File: config.mk
export PLATFORM = sky130hd
export DESIGN_NAME = serial_adder_ctrl_flat
export DESIGN_NICKNAME = d
export VERILOG_FILES = /design/src/rtl/serial_adder_ctrl_if.sv /design/src/rtl/serial_adder_ctrl.sv /design/src/flat_wrapper.sv
export SDC_FILE = /design/constraint.sdc
export NUM_CORES = 1
export LEC_CHECK = 0
export ABC_AREA = 1
export BUFFER_PORTS_ARGS = -buffer_cell sky130_fd_sc_hd__buf_4
export CORE_AREA = 4 4 58 60
export CTS_CLUSTER_DIAMETER = 40
export DETAILED_ROUTE_END_ITERATION = 8
export DIE_AREA = 0 0 62 64
export HOLD_SLACK_MARGIN = 0.02
export PLACE_DENSITY = 0.76
export SETUP_SLACK_MARGIN = 0.2
export SLEW_MARGIN = 20
export SYNTH_ARGS = -nofsm -noshare
export SYNTH_HDL_FRONTEND = slang
export SYNTH_SLANG_ARGS = --single-unit
File: constraint.sdc
create_clock -name clk -period 1.1 [get_ports clk]
set_input_delay 0.055 -clock clk [delete_from_list [all_inputs] [get_ports clk]]
set_output_delay 0.055 -clock clk [all_outputs]
set_load 0.05 [all_outputs]
File: src/rtl/serial_adder_ctrl_if.sv
// Host/cell bundle for the bit-serial adder control stage.
// master = the side that issues additions and hosts the full-adder cell,
// slave  = the control stage itself.
interface serial_adder_ctrl_if #(
    parameter int WIDTH = 5
);
    // host request
    logic             start;
    logic [WIDTH-1:0] a_in;
    logic [WIDTH-1:0] b_in;
    logic             c_in;
    // full adder cell, one bit pair per cycle
    logic             fa_a;
    logic             fa_b;
    logic             fa_cin;
    logic             fa_s;
    logic             fa_cout;
    // host response
    logic             busy;
    logic             done;
    logic [WIDTH-1:0] sum;
    logic             c_out;

    modport master (
        output start, a_in, b_in, c_in, fa_s, fa_cout,
        input  fa_a, fa_b, fa_cin, busy, done, sum, c_out
    );

    modport slave (
        input  start, a_in, b_in, c_in, fa_s, fa_cout,
        output fa_a, fa_b, fa_cin, busy, done, sum, c_out
    );
endinterface

File: src/rtl/serial_adder_ctrl.sv
// Bit-serial adder control stage: feeds an external 1-bit full adder cell one
// operand bit pair per cycle (LSB first), carries between cycles, and
// assembles a WIDTH-bit sum plus carry-out that is published in one step.
module serial_adder_ctrl #(
    parameter int WIDTH = 5
) (
    input logic               clk,
    input logic               rst,
    serial_adder_ctrl_if.slave bus
);
    localparam int CW = $clog2(WIDTH + 1);
    localparam logic [CW-1:0] LAST = CW'(WIDTH - 1);

    typedef enum logic [1:0] {
        IDLE  = 2'd0,
        SHIFT = 2'd1,
        DONE  = 2'd2
    } state_t;

    state_t           state_q, state_d;
    logic [WIDTH-1:0] a_sh_q, a_sh_d;
    logic [WIDTH-1:0] b_sh_q, b_sh_d;
    logic [WIDTH-1:0] r_sh_q, r_sh_d;
    logic [WIDTH-1:0] sum_q, sum_d;
    logic             cy_q, cy_d;
    logic             c_out_q, c_out_d;
    logic [CW-1:0]    cnt_q, cnt_d;

    // State register; reset wins over any start in the same cycle.
    always_ff @(posedge clk) begin
        if (rst) begin
            state_q <= IDLE;
            a_sh_q  <= '0;
            b_sh_q  <= '0;
            r_sh_q  <= '0;
            sum_q   <= '0;
            cy_q    <= 1'b0;
            c_out_q <= 1'b0;
            cnt_q   <= '0;
        end else begin
            state_q <= state_d;
            a_sh_q  <= a_sh_d;
            b_sh_q  <= b_sh_d;
            r_sh_q  <= r_sh_d;
            sum_q   <= sum_d;
            cy_q    <= cy_d;
            c_out_q <= c_out_d;
            cnt_q   <= cnt_d;
        end
    end

    // Next-state logic: operand load, per-bit shift, and result publish.
    always_comb begin
        state_d = state_q;
        a_sh_d  = a_sh_q;
        b_sh_d  = b_sh_q;
        r_sh_d  = r_sh_q;
        sum_d   = sum_q;
        cy_d    = cy_q;
        c_out_d = c_out_q;
        cnt_d   = cnt_q;
        case (state_q)
            IDLE, DONE: begin
                // DONE accepts a new start too, so additions can run back-to-back
                if (bus.start) begin
                    a_sh_d  = bus.a_in;
                    b_sh_d  = bus.b_in;
                    cy_d    = bus.c_in;
                    cnt_d   = '0;
                    state_d = SHIFT;
                end else begin
                    state_d = IDLE;
                end
            end
            SHIFT: begin
                // start is deliberately ignored here; operands are already latched
                r_sh_d = {bus.fa_s, r_sh_q[WIDTH-1:1]};
                cy_d   = bus.fa_cout;
                a_sh_d = a_sh_q >> 1;
                b_sh_d = b_sh_q >> 1;
                cnt_d  = cnt_q + CW'(1);
                if (cnt_q == LAST) begin
                    // sum only ever changes here, so partial results never leak out
                    sum_d   = {bus.fa_s, r_sh_q[WIDTH-1:1]};
                    c_out_d = bus.fa_cout;
                    state_d = DONE;
                end
            end
            default: state_d = IDLE;
        endcase
    end

    // Cell drive and status: cell inputs are quiet outside SHIFT.
    always_comb begin
        bus.fa_a   = 1'b0;
        bus.fa_b   = 1'b0;
        bus.fa_cin = 1'b0;
        if (state_q == SHIFT) begin
            bus.fa_a   = a_sh_q[0];
            bus.fa_b   = b_sh_q[0];
            bus.fa_cin = cy_q;
        end
    end

    assign bus.busy  = (state_q == SHIFT);
    assign bus.done  = (state_q == DONE);
    assign bus.sum   = sum_q;
    assign bus.c_out = c_out_q;

endmodule

File: src/flat_wrapper.sv
// flat-port wrapper written by rule: the top's interface ports become plain ports
module serial_adder_ctrl_flat 
#(
    parameter int WIDTH = 5
)
  (clk, rst, bus_start, bus_a_in, bus_b_in, bus_c_in, bus_fa_s, bus_fa_cout, bus_fa_a, bus_fa_b, bus_fa_cin, bus_busy, bus_done, bus_sum, bus_c_out);
  serial_adder_ctrl_if #(.WIDTH(WIDTH)) bus_i ();
  input logic clk;
  input logic rst;
  input wire logic [$bits(bus_i.start)-1:0] bus_start;
  input wire logic [$bits(bus_i.a_in)-1:0] bus_a_in;
  input wire logic [$bits(bus_i.b_in)-1:0] bus_b_in;
  input wire logic [$bits(bus_i.c_in)-1:0] bus_c_in;
  input wire logic [$bits(bus_i.fa_s)-1:0] bus_fa_s;
  input wire logic [$bits(bus_i.fa_cout)-1:0] bus_fa_cout;
  output wire logic [$bits(bus_i.fa_a)-1:0] bus_fa_a;
  output wire logic [$bits(bus_i.fa_b)-1:0] bus_fa_b;
  output wire logic [$bits(bus_i.fa_cin)-1:0] bus_fa_cin;
  output wire logic [$bits(bus_i.busy)-1:0] bus_busy;
  output wire logic [$bits(bus_i.done)-1:0] bus_done;
  output wire logic [$bits(bus_i.sum)-1:0] bus_sum;
  output wire logic [$bits(bus_i.c_out)-1:0] bus_c_out;
  assign bus_i.start = bus_start;
  assign bus_i.a_in = bus_a_in;
  assign bus_i.b_in = bus_b_in;
  assign bus_i.c_in = bus_c_in;
  assign bus_i.fa_s = bus_fa_s;
  assign bus_i.fa_cout = bus_fa_cout;
  assign bus_fa_a = bus_i.fa_a;
  assign bus_fa_b = bus_i.fa_b;
  assign bus_fa_cin = bus_i.fa_cin;
  assign bus_busy = bus_i.busy;
  assign bus_done = bus_i.done;
  assign bus_sum = bus_i.sum;
  assign bus_c_out = bus_i.c_out;
  serial_adder_ctrl #(.WIDTH(WIDTH)) u_core (.clk(clk), .rst(rst), .bus(bus_i));
endmodule
* Word level (Yosys, flattened, before mapping) *
Cells that the tools add are included.

operators by class
  add/subtract/negate cells = 1
  equality and inequality tests = 5
  mux-type cells = 14
  reduce and logical (&&, ||, !) cells = 5

operators with widths
  kind                 number
  $pmux 5 s2           2
  $mux 5               2
  $pmux 3 s2           1
  $mux 1               5
  $pmux 2 s2           1
  $reduce_and 2->1     2
  $add 3x1->3 const B  1
  $eq 3x3->1 const B   1
  $mux 3               1
  $eq 2x1->1 const B   1
  $eq 2x2->1 const B   1
  $logic_not 2->1      1
  $mux 2               1
  $ne 2x1->1 const B   1
  $ne 2x2->1 const B   1
  $pmux 1 s2           1
  $reduce_bool 2->1    1
  $reduce_or 2->1      1

word-level totals
  register bits after elaboration = 27
  output and inout port bits = 11
  logic and storage cells = 33

* Logic depth before layout (Yosys ltp) *
Gate-level depths: netlist of run 1.

  depth in word-level cells = 4
  gate-level depth with buffers = 7
  depth with buffers taken out = 7

* Worst setup path after synthesis of run 1 *
No wires, ideal clock.

  path type = register to output
  start point = register u_core.state_q[1]
  end point = output bus_fa_a
  arrival time = 1.327 ns
  path slack = -0.282 ns
  cell stages (with the launch flop) = 5
  path buffers = 1
  cells stage by stage = dfxtp_1 -> inv_1 -> nand2_2 -> buf_4 -> nor2_1

on the way
  cells in the longest elaborated chain, start to end = 2

RTL lines
  what                      line                     RTL
  start: declaration        serial_adder_ctrl.sv:20  state_t state_q, state_d;
  start signal: assignment  serial_adder_ctrl.sv:41  state_q <= state_d;
  $eq 2x1->1                serial_adder_ctrl.sv:98  if (state_q == SHIFT) begin
  $mux 1                    serial_adder_ctrl.sv:98
  end: declaration          flat_wrapper.sv:16       output wire logic [$bits(bus_i.fa_a)-1:0] bus_fa_a;

Every way passes these cells.

* Final worst setup path of run 1 *
  start point = register u_core.state_q[0]
  end point = output bus_fa_cin

on the way
  cells in the longest elaborated chain, start to end = 2

RTL lines
  what              line                     RTL
  $eq 2x1->1        serial_adder_ctrl.sv:98
  $mux 1            serial_adder_ctrl.sv:98
  end: declaration  flat_wrapper.sv:18       output wire logic [$bits(bus_i.fa_cin)-1:0] bus_fa_cin;

Every way passes these cells.

==> results of run 1 <==
## path summary, 6_finish.rpt
| kind | to | depth (start not counted) | startpoint |
|---|---|---|---|
| worst max-delay path | bus_fa_cin | 5 | u_core.state_q[0]$_SDFFE_PP0P_ |
| worst min-delay path | u_core.bus.c_out$_SDFFE_PP0P_ | 5 | bus_fa_cout |
| worst max register to register | u_core.bus.sum[0]$_SDFFE_PP0P_ | 7 | u_core.state_q[0]$_SDFFE_PP0P_ |
| worst min register to register | u_core.r_sh_q[1]$_SDFFE_PP0N_ | 2 | u_core.r_sh_q[1]$_SDFFE_PP0N_ |
## area by class of cell
cell class                      instances  share of cell area (%)
Multi-Input combinational cell        114                    34.9
Inverter                               35                    6.61
Sequential cell                        26                    25.5
Timing Repair Buffer                   58                    29.8
Clock buffer                            4                    1.25
Tap cell                               33                    1.97
## kinds of logic (layout without fill, tap and decap cells)
group                      count (synthesis)  in the layout  share of synthesized area [%]
AOI/OAI and AO/OA                         18             18                           7.29
adders and majority gates                  2              2                           2.03
buffers and inverters                     44             97                           15.1
DFF                                       26             26                           42.1
and+or+nand+nor                           93             94                           33.4
## critical path, stage by stage, from the launching register on
cell and delay (ns):
dfxtp_4 0.39, buf_6 0.10, nand2_4 0.06, buf_12 0.13, nor2_4 0.08, buf_6 0.16
## through the flow
stage / worst slack (ns) / hold WS, ns / cells
floorplan: 0.144 / 0.114 / 183
global placement: 0.0492 / 0.251 / 240
detailed placement: 0.00528 / 0.258 / 240
CTS: -0.201 / 0.0205 / 265
global route: -0.243 / 0.126 / 270
finish: -0.198 / 0.129 / 270
## state kept, by name (all words and copies together) (netlist names)
register          cells
u_core.a_sh_q         5
u_core.b_sh_q         5
u_core.bus.c_out      1
u_core.bus.sum        5
u_core.cnt_q          3
u_core.cy_q           1
u_core.r_sh_q         4
u_core.state_q        2
## power groups by stage
| stage | clock network [mW] | registers [mW] | logic (mW) |
|---|---|---|---|
| after floorplan | 0 | 1.05 | 0.339 |
| after global placement | 0 | 1.05 | 0.435 |
| after detailed placement | 0 | 1.05 | 0.441 |
| after CTS | 0.435 | 1.03 | 0.597 |
| after global routing | 0.469 | 1.04 | 0.744 |
| final | 0.430 | 1.04 | 0.694 |
## per-layer routing
layer | vias to the layer above | track usage, % | wire length (microns)
li1 | 677 | - | -
met1 | 635 | 23.0 | 1490
met2 | 67 | 27.7 | 1840
met3 | 17 | 3.23 | 235
met4 | 0 | 8.49 | 153
met5 | - | 0 | 0
## cell usage after synthesis
library cell | count | area, sq um
a21oi_1 | 9 | 45.0
buf_2 | 5 | 25.0
buf_4 | 4 | 30.0
dfxtp_1 | 26 | 521
ha_1 | 2 | 25.0
inv_1 | 34 | 128
inv_2 | 1 | 3.75
nand2_1 | 35 | 131
nand2_2 | 2 | 12.5
nand3_1 | 24 | 120
nand4_1 | 1 | 6.26
nor2_1 | 20 | 75.1
nor2_4 | 2 | 22.5
nor3_1 | 9 | 45.0
o21ai_0 | 9 | 45.0
## repair_timing
| item | CTS | global route |
|---|---|---|
| cloned | 1 | 1 |
| endpoints found under the hold margin | 13 | 1 |
| endpoints found under the setup margin | 37 | 37 |
| setup buffers | 8 | 3 |
| resized for setup | 41 | 31 |
| pin swaps | 9 | 10 |
| hold buffers | 12 | 1 |
==> metrics.md, run 1 <==
| Metric | Value |
|---|---|
| Tot GR Track Use | 17.8% |
| Mapped Avg Cell Area | 6.75 sq um |
| Dpl cell area | 1570 sq um |
| Total chip power | 2.16 mW |
| Mapped Area | 1230 sq um |
| RSZ-0062 raised after global routing | true |
| Most frequent cells in the layout | inv_1, nand2_1, nand3_1, buf_4, dfxtp_1 |
| Flop2flop setup slack | -0.13 ns |
| Setup TNS | -2.23 ns |
| Failing checks | negative setup slack |
| Mapped Nets | 201 |
| Cell row count | 20 |
| Yosys cell types | 15 |
| Synthesized flop and latch total | 26 |
| WS Path Type | register to output pin |
| Critical Path RT | 1.04 ns |
| Clk Latency, worst-skew pair | 0.33 ns |
| Power density cells | 1030 nW/um^2 |
| Routed Antenna Nets | 0 |
| Crit Path Max Fanout | 3 |
| Worst slew pin tran | 0.217 ns |
| DRC | 0 |
| Vias per cell | 5.17 |
| Seq/Total Area, Yosys | 42.1% |
| Drt pass-1 iters | 6 |
| IO Pins | 27 |
| Core area | 2930 sq um |
| Critical Path Start Type | register |
| Antenna cells | 0 |
| Min Tclk post-route | 1.30 ns |
| Root Driver | clkbuf_4 |
| TritonCTS Buffers | 3 |
| Final period utilization | 118% |
| Skew final | 0.0150 ns |
| Cell internal pwr | 1.47 mW |
| Logic pwr share | 32.1% |
| Fin. max-slew vios | 0 |
| # fillers | 195 |
| Die X-Extent | 62 microns |
| Setup ws final | -0.198 ns |
| CP Capture Type | output pin |
| Vias in the first global route | 1202 |
| Drt total wl | 3720 microns |
| P_sw | 0.687 mW |
| Outcome | finished with violations |
| Ys Warns | 0 |
| Layout Nets | 256 |
| Final Hold Vio Count | 0 |
| Largest net degree at the start of global routing | 25 |
| Via count | 1396 |
| PortBufs | 26 |
| Grt total ovfl | 0 |
| Net Sw Frac | 31.8% |
| Detail Placement HPWL | 1900 microns |
| CTS tree | built |
| Clk pwr share | 19.9% |
| Initial Utilization | 42.2% |
| FF/Latch Area | 536 sq um |
| Share of cells above drive strength 1 | 42.2% |
| Max capacitance violation total | 0 |
| Max IR drop VDD | 777 uV |
| Die Y | 64 microns |
| Area of the multi-input gates | 733 sq um |
| Data arrival time of the worst path | 1.24 ns |
| Sequential Power Share | 48.0% |
| Commonest non-fill, non-tap cell in the layout | inv_1 |
| Synth Instances | 183 |
| Worst Hold Class | input pin to register |
| Leakage | 0.975 nW |
| F_max | 0.770 GHz |
| Routed len/inst | 13.8 microns |
| 1st-iter DRT viols | 84 |
| GP Congestion | 0.762 |
| H-tree levels | 1 |
| Clock input transition at the sequential cells of the worst setup and hold paths | 0.15 ns |
| Post-route cell area | 2100 sq um |
| Finish-stage setup viols | 24 |
| Layout Utilization | 71.8% |
| Area Overhead vs Synth | 70.1% |
| Max_slew headroom | 85.5% |
| First-pass GRT wire length | 5420 microns |
| Antenna violations before repair | 0 |
| Clk buf depth | 2 |
| Floorplan die area | 3970 sq um |
| CTS sink count | 26 |
(Power assumes the default switching activity.)
==> inputs of run 2 (changes only) <==
- CORE_AREA: 4 4 58 60 -> 4 4 65 67
- DIE_AREA: 0 0 62 64 -> 0 0 69 71
- PLACE_DENSITY: 0.76 -> 0.64
==> run 2 against run 1 <==
Against the previous run: the run still ends with negative setup slack left; final cell count up 2.2%; sequential share of layout area up 1.3 points; routed wire length down 15%; clock skew down 0.011 ns; global-route usage down 4.8 points; core utilization down 17 points; die area up 23%; critical path type unchanged; critical endpoint is now bus_fa_b; highest routed layer unchanged.
==> metrics.md, run 2 (same netlist as run 1, synthesis figures left out) <==
| Metric | Value |
|---|---|
| RR Endpoint | u_core.bus.sum[3]$_SDFFE_PP0P_ |
| Leakage | 0.910 nW |
| Worst hold start | bus_c_in |
| Max IR drop VDD | 427 uV |
| Vias per cell | 4.51 |
| Via count | 1246 |
| Power density cells | 1140 nW/um^2 |
| Min Tclk post-route | 1.17 ns |
| F_max | 0.852 GHz |
| Critical path depth | 4 |
| GP Congestion | 0.745 |
| Max capacitance violation total | 0 |
| Detail Placement HPWL | 1950 microns |
| Fin. max-slew vios | 0 |
| Critical Path Start Type | register |
| Finish-stage setup viols | 6 |
| DRC | 0 |
| Layout Nets | 247 |
| Commonest non-fill, non-tap cell in the layout | nand2_1 |
| Initial Utilization | 34.0% |
| TritonCTS Buffers | 3 |
| Dpl cell area | 1600 sq um |
| Largest net degree at the start of global routing | 25 |
| Max_slew headroom | 83.4% |
| DP Worst Slack | 0.0632 ns |
| Flop2flop setup slack | -0.02 ns |
| Antenna violations before repair | 0 |
| Final Hold Vio Count | 0 |
| IO Pins | 27 |
| Setup ws final | -0.0743 ns |
| Core area | 3630 sq um |
| Area Overhead vs Synth | 59.8% |
| Tot GR Track Use | 13.0% |
| PortBufs | 26 |
| Outcome | finished with violations |
| CTS sink count | 26 |
| Routed len/inst | 11.4 microns |
| Drt pass-1 iters | 4 |
| Total chip power | 2.26 mW |
| H-tree levels | 1 |
| CTS tree | built |
| Root Driver | clkbuf_8 |
| Most frequent cells in the layout | nand2_1, inv_1, buf_4, nand3_1, dfxtp_1 |
| Clk buf depth | 2 |
| Routed Antenna Nets | 0 |
| Post-route cell area | 1970 sq um |
| Floorplan die area | 4900 sq um |
| Crit Path Max Fanout | 5 |
| Drt total wl | 3160 microns |
| Crit-path cells | nand2_4, buf_12, nor2_4, buf_8 |
| Hold depth | 3 |
| Final period utilization | 107% |
| Die Y | 71 microns |
| Slowest cell on crit path | dfxtp_4 |
| Slowest cell delay on critical path | 0.40 ns |
| Crit-path leading delay family | flip-flops |
| Skew final | 0.00361 ns |
| Clk Latency, worst-skew pair | 0.27 ns |
| Data arrival time of the worst path | 1.12 ns |
| Antenna cells | 0 |
| Worst path bufs/invs | 2 |
| Clock input transition at the sequential cells of the worst setup and hold paths | 0.09 ns |
| Worst flop-to-flop path startpoint | u_core.cnt_q[0]$_SDFFE_PP0P_ |
| Share of cells above drive strength 1 | 36.8% |
| WS Path Type | register to output pin |
| Grt total ovfl | 0 |
| Failing checks | negative setup slack |
| RSZ-0062 raised after global routing | true |
| Cell row count | 22 |
| Worst-case reg-to-reg path depth | 6 |
| CP Capture Type | output pin |
| First-pass GRT wire length | 5240 microns |
| Vias in the first global route | 1189 |
| Critical Path RT | 1.04 ns |
| 1st-iter DRT viols | 61 |
| Worst slew pin tran | 0.248 ns |
| Worst Hold Class | input pin to register |
| Setup TNS | -0.295 ns |
| Die X-Extent | 69 microns |
| Hold EP | u_core.cy_q$_SDFFE_PP0P_ |
## run 2: how the worst max path moves through the flow
stage | startpoint | endpoint
after floorplan | u_core.state_q[1]$_SDFFE_PP0P_ | bus_fa_a
after global placement | u_core.cnt_q[1]$_SDFFE_PP0P_ | u_core.bus.sum[3]$_SDFFE_PP0P_
after detailed placement | u_core.cnt_q[1]$_SDFFE_PP0P_ | u_core.bus.sum[3]$_SDFFE_PP0P_
after CTS | u_core.state_q[1]$_SDFFE_PP0P_ | bus_fa_b
after global routing | u_core.state_q[1]$_SDFFE_PP0P_ | bus_fa_b
final | u_core.state_q[0]$_SDFFE_PP0P_ | bus_fa_b
## run 2: area by class of cell
cell class | instances | area (sq um)
clock buffer | 4 | 55.1
fill | 343 | 1660
inverter | 35 | 136
multi-input combinational | 113 | 689
sequential | 26 | 528
tap | 48 | 60.1
timing repair buffer | 50 | 504
## run 2: metal layers
layer	part of all wire [%]	routed length (microns)	GRT usage, %
met5	0	0	0
met1	46	1440	16.3
met2	48	1530	21.3
met4	2.2	70	5.86
met3	3.8	121	2.84
## run 2: tightest hold or removal path: cells and delay by family
family / cells / cell delay (ns)
buffers and inverters: 1 / 0.08
and+or+nand+nor: 2 / 0.12
## run 2: timing repair
item,CTS,global route
endpoints found under the hold margin,12,0
pin swaps,4,8
buffers inserted,8,1
endpoints found under the setup margin,31,32
cloned,0,0
gates resized for setup,23,22
hold buffers,9,0
## run 2: power by group
part / total (mW) / leakage [nW] / internal, mW / switching, mW
Sequential: 1.04 / 0.215 / 1.00 / 0.0317
Clock: 0.630 / 0.0288 / 0.320 / 0.310
Combinational: 0.592 / 0.666 / 0.278 / 0.313
Total: 2.26 / 0.910 / 1.60 / 0.654
## run 2: per-stage QoR
| stage | utilization, % | hold slack [ns] | cells |
|---|---|---|---|
| after global placement | 44.0 | 0.253 | 254 |
| final | 54.3 | 0.0158 | 276 |
| after global routing | 54.3 | 0.0454 | 276 |
| after detailed placement | 44.0 | 0.253 | 254 |
| after floorplan | - | 0.114 | 183 |
| after CTS | 51.8 | 0.0335 | 275 |
